--- config.mk ---
export PLATFORM = sky130hd
export DESIGN_NAME = decode_issue_stage
export DESIGN_NICKNAME = d
export VERILOG_FILES = /design/src/rtl/decode_issue_stage.sv
export SDC_FILE = /design/constraint.sdc
export NUM_CORES = 1
export LEC_CHECK = 0
export BUFFER_PORTS_ARGS = -buffer_cell sky130_fd_sc_hd__buf_2
export CORE_MARGIN = 5
export CORE_UTILIZATION = 50
export DETAILED_ROUTE_END_ITERATION = 8
export PLACE_DENSITY = 0.78
export SETUP_SLACK_MARGIN = 0.1
export SLEW_MARGIN = 40
export SYNTH_ARGS = -nofsm -noshare
export SYNTH_HDL_FRONTEND = slang
export SYNTH_SLANG_ARGS = --single-unit
--- constraint.sdc ---
create_clock -name clock -period 47 [get_ports clock]
set_input_delay 7.05 -clock clock [delete_from_list [all_inputs] [get_ports clock]]
set_output_delay 7.05 -clock clock [all_outputs]
set_load 0.1 [all_outputs]
--- src/rtl/decode_issue_stage.sv ---
`default_nettype none
// ============================================================================
// Module      : decode_issue_stage
// Description : Decode stage. Extracts instruction fields, reads scalar and
//               vector register files (with writeback write-through), tracks
//               pending destinations in a per-register scoreboard, stalls on
//               RAW hazards and holds the decoded instruction in a registered
//               ID/EX slot with valid/ready handshakes on both sides.
// Ports       :
//   clock, reset (async, active-high)
//   inValid/inReady/instruction        : fetch-side handshake
//   flush                              : kill the instruction in the slot
//   writeEnableScalar/Vector, writeAddress,
//   writeScalarData/writeVectorData    : writeback ports
//   outValid/outReady                  : execute-side handshake
//   opcode, reg*Address, inmediate, isVector, writesDest,
//   reg1/2ScalarContent, reg1/2VectorContent : registered slot contents
//   stallCycles                        : saturating hazard-stall counter
// Revision    : 1.0 - initial release
// ============================================================================
module decode_issue_stage #(
  parameter int DATA_WIDTH        = 8,
  parameter int VECTOR_SIZE       = 6,
  parameter int SCALAR_REGNUM     = 8,
  parameter int VECTOR_REGNUM     = 8,
  parameter int ADDRESS_WIDTH     = 3,
  parameter int OPCODE_WIDTH      = 5,
  parameter int INSTRUCTION_WIDTH = 30
) (
  input  logic                              clock,
  input  logic                              reset,
  input  logic                              inValid,
  output logic                              inReady,
  input  logic [INSTRUCTION_WIDTH-1:0]      instruction,
  input  logic                              flush,
  input  logic                              writeEnableScalar,
  input  logic                              writeEnableVector,
  input  logic [ADDRESS_WIDTH-1:0]          writeAddress,
  input  logic [DATA_WIDTH-1:0]             writeScalarData,
  input  logic [VECTOR_SIZE*DATA_WIDTH-1:0] writeVectorData,
  output logic                              outValid,
  input  logic                              outReady,
  output logic [OPCODE_WIDTH-1:0]           opcode,
  output logic [ADDRESS_WIDTH-1:0]          regDestinationAddress,
  output logic [ADDRESS_WIDTH-1:0]          reg1Address,
  output logic [ADDRESS_WIDTH-1:0]          reg2Address,
  output logic [DATA_WIDTH-1:0]             inmediate,
  output logic                              isVector,
  output logic                              writesDest,
  output logic [DATA_WIDTH-1:0]             reg1ScalarContent,
  output logic [DATA_WIDTH-1:0]             reg2ScalarContent,
  output logic [VECTOR_SIZE*DATA_WIDTH-1:0] reg1VectorContent,
  output logic [VECTOR_SIZE*DATA_WIDTH-1:0] reg2VectorContent,
  output logic [15:0]                       stallCycles
);

  localparam int L  = INSTRUCTION_WIDTH;
  localparam int O  = OPCODE_WIDTH;
  localparam int A  = ADDRESS_WIDTH;
  localparam int VW = VECTOR_SIZE * DATA_WIDTH;

  // Field extraction
  logic [O-1:0] dec_opcode;
  logic [A-1:0] dec_rd, dec_rs1, dec_rs2;
  logic         dec_is_vector, dec_writes;

  assign dec_opcode    = instruction[L-1 -: O];
  assign dec_rd        = instruction[L-O-1 -: A];
  assign dec_rs1       = instruction[L-O-A-1 -: A];
  assign dec_rs2       = instruction[L-O-2*A-1 -: A];
  assign dec_is_vector = dec_opcode[O-1];
  assign dec_writes    = (dec_opcode != '0) && (dec_rd != '0);

  // Register files and scoreboard
  logic [DATA_WIDTH-1:0] sregs [SCALAR_REGNUM];
  logic [VW-1:0]         vregs [VECTOR_REGNUM];
  logic [SCALAR_REGNUM-1:0] pend_s, pend_s_nxt;
  logic [VECTOR_REGNUM-1:0] pend_v, pend_v_nxt;

  logic wb_s, wb_v;
  assign wb_s = writeEnableScalar && (writeAddress != '0);
  assign wb_v = writeEnableVector && (writeAddress != '0);

  // Operand reads; a writeback landing this cycle is forwarded so that a
  // reader released by that same writeback picks up the fresh value.
  logic [DATA_WIDTH-1:0] rs1_s, rs2_s;
  logic [VW-1:0]         rs1_v, rs2_v;

  always_comb begin
    rs1_s = '0;
    rs2_s = '0;
    rs1_v = '0;
    rs2_v = '0;
    if (dec_rs1 != '0) begin
      rs1_s = (wb_s && writeAddress == dec_rs1) ? writeScalarData : sregs[dec_rs1];
      rs1_v = (wb_v && writeAddress == dec_rs1) ? writeVectorData : vregs[dec_rs1];
    end
    if (dec_rs2 != '0) begin
      rs2_s = (wb_s && writeAddress == dec_rs2) ? writeScalarData : sregs[dec_rs2];
      rs2_v = (wb_v && writeAddress == dec_rs2) ? writeVectorData : vregs[dec_rs2];
    end
  end

  // A source is busy if pending and not being retired by writeback right now.
  logic busy1, busy2, hazard, accept;

  always_comb begin
    busy1 = 1'b0;
    busy2 = 1'b0;
    if (dec_rs1 != '0) begin
      if (dec_is_vector) busy1 = pend_v[dec_rs1] && !(wb_v && writeAddress == dec_rs1);
      else               busy1 = pend_s[dec_rs1] && !(wb_s && writeAddress == dec_rs1);
    end
    if (dec_rs2 != '0) begin
      if (dec_is_vector) busy2 = pend_v[dec_rs2] && !(wb_v && writeAddress == dec_rs2);
      else               busy2 = pend_s[dec_rs2] && !(wb_s && writeAddress == dec_rs2);
    end
  end

  assign hazard  = busy1 || busy2;
  assign inReady = !hazard && (!outValid || outReady) && !flush;
  assign accept  = inValid && inReady;

  // Scoreboard update order: clears first, then a set from an accept, so a
  // same-cycle set and clear of one register leaves it pending.
  always_comb begin
    pend_s_nxt = pend_s;
    pend_v_nxt = pend_v;
    if (wb_s) pend_s_nxt[writeAddress] = 1'b0;
    if (wb_v) pend_v_nxt[writeAddress] = 1'b0;
    // A flushed writer never writes back, so release its destination.
    if (flush && outValid && writesDest) begin
      if (isVector) pend_v_nxt[regDestinationAddress] = 1'b0;
      else          pend_s_nxt[regDestinationAddress] = 1'b0;
    end
    if (accept && dec_writes) begin
      if (dec_is_vector) pend_v_nxt[dec_rd] = 1'b1;
      else               pend_s_nxt[dec_rd] = 1'b1;
    end
    pend_s_nxt[0] = 1'b0;
    pend_v_nxt[0] = 1'b0;
  end

  always_ff @(posedge clock or posedge reset) begin
    if (reset) begin
      for (int i = 0; i < SCALAR_REGNUM; i++) sregs[i] <= '0;
      for (int i = 0; i < VECTOR_REGNUM; i++) vregs[i] <= '0;
      pend_s <= '0;
      pend_v <= '0;
    end else begin
      if (wb_s) sregs[writeAddress] <= writeScalarData;
      if (wb_v) vregs[writeAddress] <= writeVectorData;
      pend_s <= pend_s_nxt;
      pend_v <= pend_v_nxt;
    end
  end

  // ID/EX output slot
  always_ff @(posedge clock or posedge reset) begin
    if (reset) begin
      outValid              <= 1'b0;
      opcode                <= '0;
      regDestinationAddress <= '0;
      reg1Address           <= '0;
      reg2Address           <= '0;
      inmediate             <= '0;
      isVector              <= 1'b0;
      writesDest            <= 1'b0;
      reg1ScalarContent     <= '0;
      reg2ScalarContent     <= '0;
      reg1VectorContent     <= '0;
      reg2VectorContent     <= '0;
    end else if (flush) begin
      outValid <= 1'b0;
    end else if (accept) begin
      outValid              <= 1'b1;
      opcode                <= dec_opcode;
      regDestinationAddress <= dec_rd;
      reg1Address           <= dec_rs1;
      reg2Address           <= dec_rs2;
      inmediate             <= instruction[DATA_WIDTH-1:0];
      isVector              <= dec_is_vector;
      writesDest            <= dec_writes;
      reg1ScalarContent     <= rs1_s;
      reg2ScalarContent     <= rs2_s;
      reg1VectorContent     <= rs1_v;
      reg2VectorContent     <= rs2_v;
    end else if (outReady) begin
      outValid <= 1'b0;
    end
  end

  // Hazard-stall counter, saturating
  always_ff @(posedge clock or posedge reset) begin
    if (reset) begin
      stallCycles <= '0;
    end else if (inValid && hazard && stallCycles != 16'hFFFF) begin
      stallCycles <= stallCycles + 16'd1;
    end
  end

endmodule
`default_nettype wire

==> results.cfg <==
[run_status]
outcome = completed

[critical_path]
cp_max_fo = 82
worstSetupStartpointType = primary input
critical_path_required_ns = 39.95
critPathSlowestCell = or4b_1
cp-startpoint = instruction[20]
worst_r2r_endpoint = reg2VectorContent[47]
r2r-start = pend_v[1]
cp_data_arrival_time_ns = 10.57
endpoint = inReady
max_stage_delay_ns = 0.92
crit_family = simple AND/OR/NAND/NOR gates
path_buf_inv = 2
reg2regPathDepth = 8
cp-end-kind = primary output
path_depth = 7
path_cells = buf_6 -> xor2_1 -> or4b_1 -> a41o_1 -> a211oi_4 -> and2_1 -> buf_2
r2r_setup_slack_ns = 43.42
path_class = primary input to primary output

[grt]
grt_max_degree = 140
grtUsageMet2 = 0.4122
antenna_found_initial = 12
grt_pass1_vias = 23259
grt_overflow = 0
busiest_layer = met2
met1_usage = 0.3472
grt_pass1_wl_mm = 130.5
grt_usage = 0.2573
met3_usage = 0.04893

[route]
drt_iter0_markers = 2496
drt_first_pass_iters = 6
route.antenna.remaining_nets = 0
wl_per_cell_um = 23.41
drc = 0
totalWireLength_mm = 82.63
detail_route.vias_per_cell = 6.367
vias = 22477

[synth]
ys.flop_type = dfrtp_1
ys_warn_count = 0
synth_edf_count = 0
ys_seq_area_frac = 0.4941
synth_xor_area_frac = 0.006416
synthDistinctLibCells = 52
synth_top_family_by_area = multiplexers
synth_area_mm2 = 0.02867
syn-num-nets = 2709
synthArstFlopShare = 1.000
synth-compound-area-share = 0.1482
avgSynthCellArea_um2 = 10.98
syn_inst = 2612
yosys.area_share.simple = 0.09253
ys_ff_latch = 566
synthMuxAreaShare = 0.2229
synth_fa_ha_area_frac = 0.0004365

[layout]
post-route-util = 0.5719
area_growth_pct = 12.92
finalNetCount = 2815
layout_commonest_cell = dfrtp_1
drive_gt1_frac = 0.3090
layout_common_cells = dfrtp_1 (566), mux2_2 (399), nand2_1 (283), buf_2 (235), nor2_1 (169)

[sta]
fmaxAchievable_ghz = 0.05674
setup_viol = 0
finalCriticalPeriod_ns = 17.62
whs_ns = 0.4017
finalClockSkew_ns = 0.03206
tns_ns = 0
slew_violations = 0
hold_viol_final = 0
max_slew.worst_pin.slew_ns = 0.8922
period_share = 0.3750
slew_headroom = 0.4031
rsz0062_at_grt = false

[clock_network]
cts_root_buf = clkbuf_16
holdBufCountCts = 0
post_cts_buffers = 0
clock_latency_ns = 0.64
cts_made_buffers = 59
cts_htree_levels = 2
cts.repair.resized = 0
clk_pin_slew_ns = 0.06
tritoncts = built
clkSinkCount = 566
cts.path.max_buffers = 3

[pwr]
pwr-share-clk = 0.267
p_switching_uw = 729.3
power_mw = 1.776
power.leakage_nw = 14.28
ir_worst_vdd_mv = 0.06875
p_per_area_mw_per_mm2 = 54.86
switching_share = 0.4107
internal_power_mw = 1.047
pwr-share-comb = 0.347
seqPwrFrac = 0.386

[floorplanning]
die-area_mm2 = 0.06222
die_height_um = 249.4
start_util = 0.5065
core_mm2 = 0.05660
ios = 250
die_x_um = 249.4
placementRows = 87

[min_path]
hold_path_class = register to register
min_from = sregs[61]

[place]
hpwl_mm = 47.69
port_buffers = 241
place_congestion = 0.8229

[job]
max_cap_violations = 0
## kinds of logic after synthesis
kind of cell	after synthesis
multiplexers	546
AO/OA/AOI/OAI	607
XOR/XNOR	21
buffers and inverters	244
flip-flops	566
adder cells (fa/ha/maj)	1
AND/OR/NAND/NOR	627
## layer usage
metal | wire length (um) | share of wire | up-vias
met5 | 28 | 0.00034 | -
met4 | 2877 | 0.035 | 6
met3 | 7192 | 0.087 | 216
met2 | 39390 | 0.48 | 1166
met1 | 33150 | 0.40 | 11248
li1 | - | - | 9841
## worst register-to-register path, stage by stage (launching register included)
cell	delay, ns
dfrtp_1	0.40
mux2_2	0.17
a221oi_1	0.08
o32ai_1	0.73
a2111o_2	0.30
buf_4	0.59
buf_6	0.75
a211oi_1	0.24
a21o_1	0.22
## area by class of cell
type / instances / area (um2)
Clock inverter: 26 / 280.3
Multi-Input combinational cell: 1802 / 13600
Fill cell: 4707 / 24230
Sequential cell: 566 / 14160
Antenna cell: 7 / 17.52
Timing Repair Buffer: 280 / 1638
Clock buffer: 84 / 1680
Inverter: 9 / 46.29
Tap cell: 756 / 945.9
## cells in the mapped netlist (52+ instances only)
master | count | share of area
dfrtp_1 | 566 | 0.49
mux2_2 | 399 | 0.16
nand2_1 | 284 | 0.037
nor2_1 | 170 | 0.022
a21oi_1 | 151 | 0.026
clkbuf_1 | 148 | 0.019
mux2i_1 | 113 | 0.039
nor3_1 | 109 | 0.019
o22ai_1 | 97 | 0.021
o31ai_1 | 84 | 0.022
o21ai_0 | 63 | 0.011
buf_1 | 53 | 0.0069
a2111oi_0 | 52 | 0.016
## registers in the layout, summed over array words and instances, names as in the netlist
name / cells
reg2Address: 3
opcode: 5
reg1Address: 3
outValid: 1
reg1ScalarContent: 8
pend_s: 7
reg2VectorContent: 48
sregs: 64
writesDest: 1
vregs: 336
regDestinationAddress: 3
reg1VectorContent: 48
inmediate: 8
stallCycles: 16
reg2ScalarContent: 8
pend_v: 7
## per-stage QoR
| step | setup slack, ns | instance area, um2 | cells |
|---|---|---|---|
| finish | 29.38 | 32370 | 3530 |
| global route | 29.24 | 32370 | 3528 |
| CTS | 29.42 | 32280 | 3520 |
| detailed placement | 29.42 | 30320 | 3410 |
| global placement | 29.26 | 30230 | 3409 |
| floorplan | 24.12 | 28670 | 2612 |
## power by group through the flow
stage,clock network [mW],registers (mW),logic [mW]
floorplan,0,0.949,0.226
global placement,0,0.679,0.602
detailed placement,0,0.689,0.616
CTS,0.482,0.682,0.617
global route,0.502,0.699,0.651
finish,0.475,0.685,0.616
## how the worst min path moves through the flow
| stage | cells past startpoint | endpoint |
|---|---|---|
| floorplan | 1 | sregs[56] |
| global placement | 0 | sregs[61] |
| detailed placement | 0 | sregs[61] |
| CTS | 0 | sregs[61] |
| global route | 0 | sregs[58] |
| finish | 0 | sregs[61] |
(Power assumes the default switching activity.)
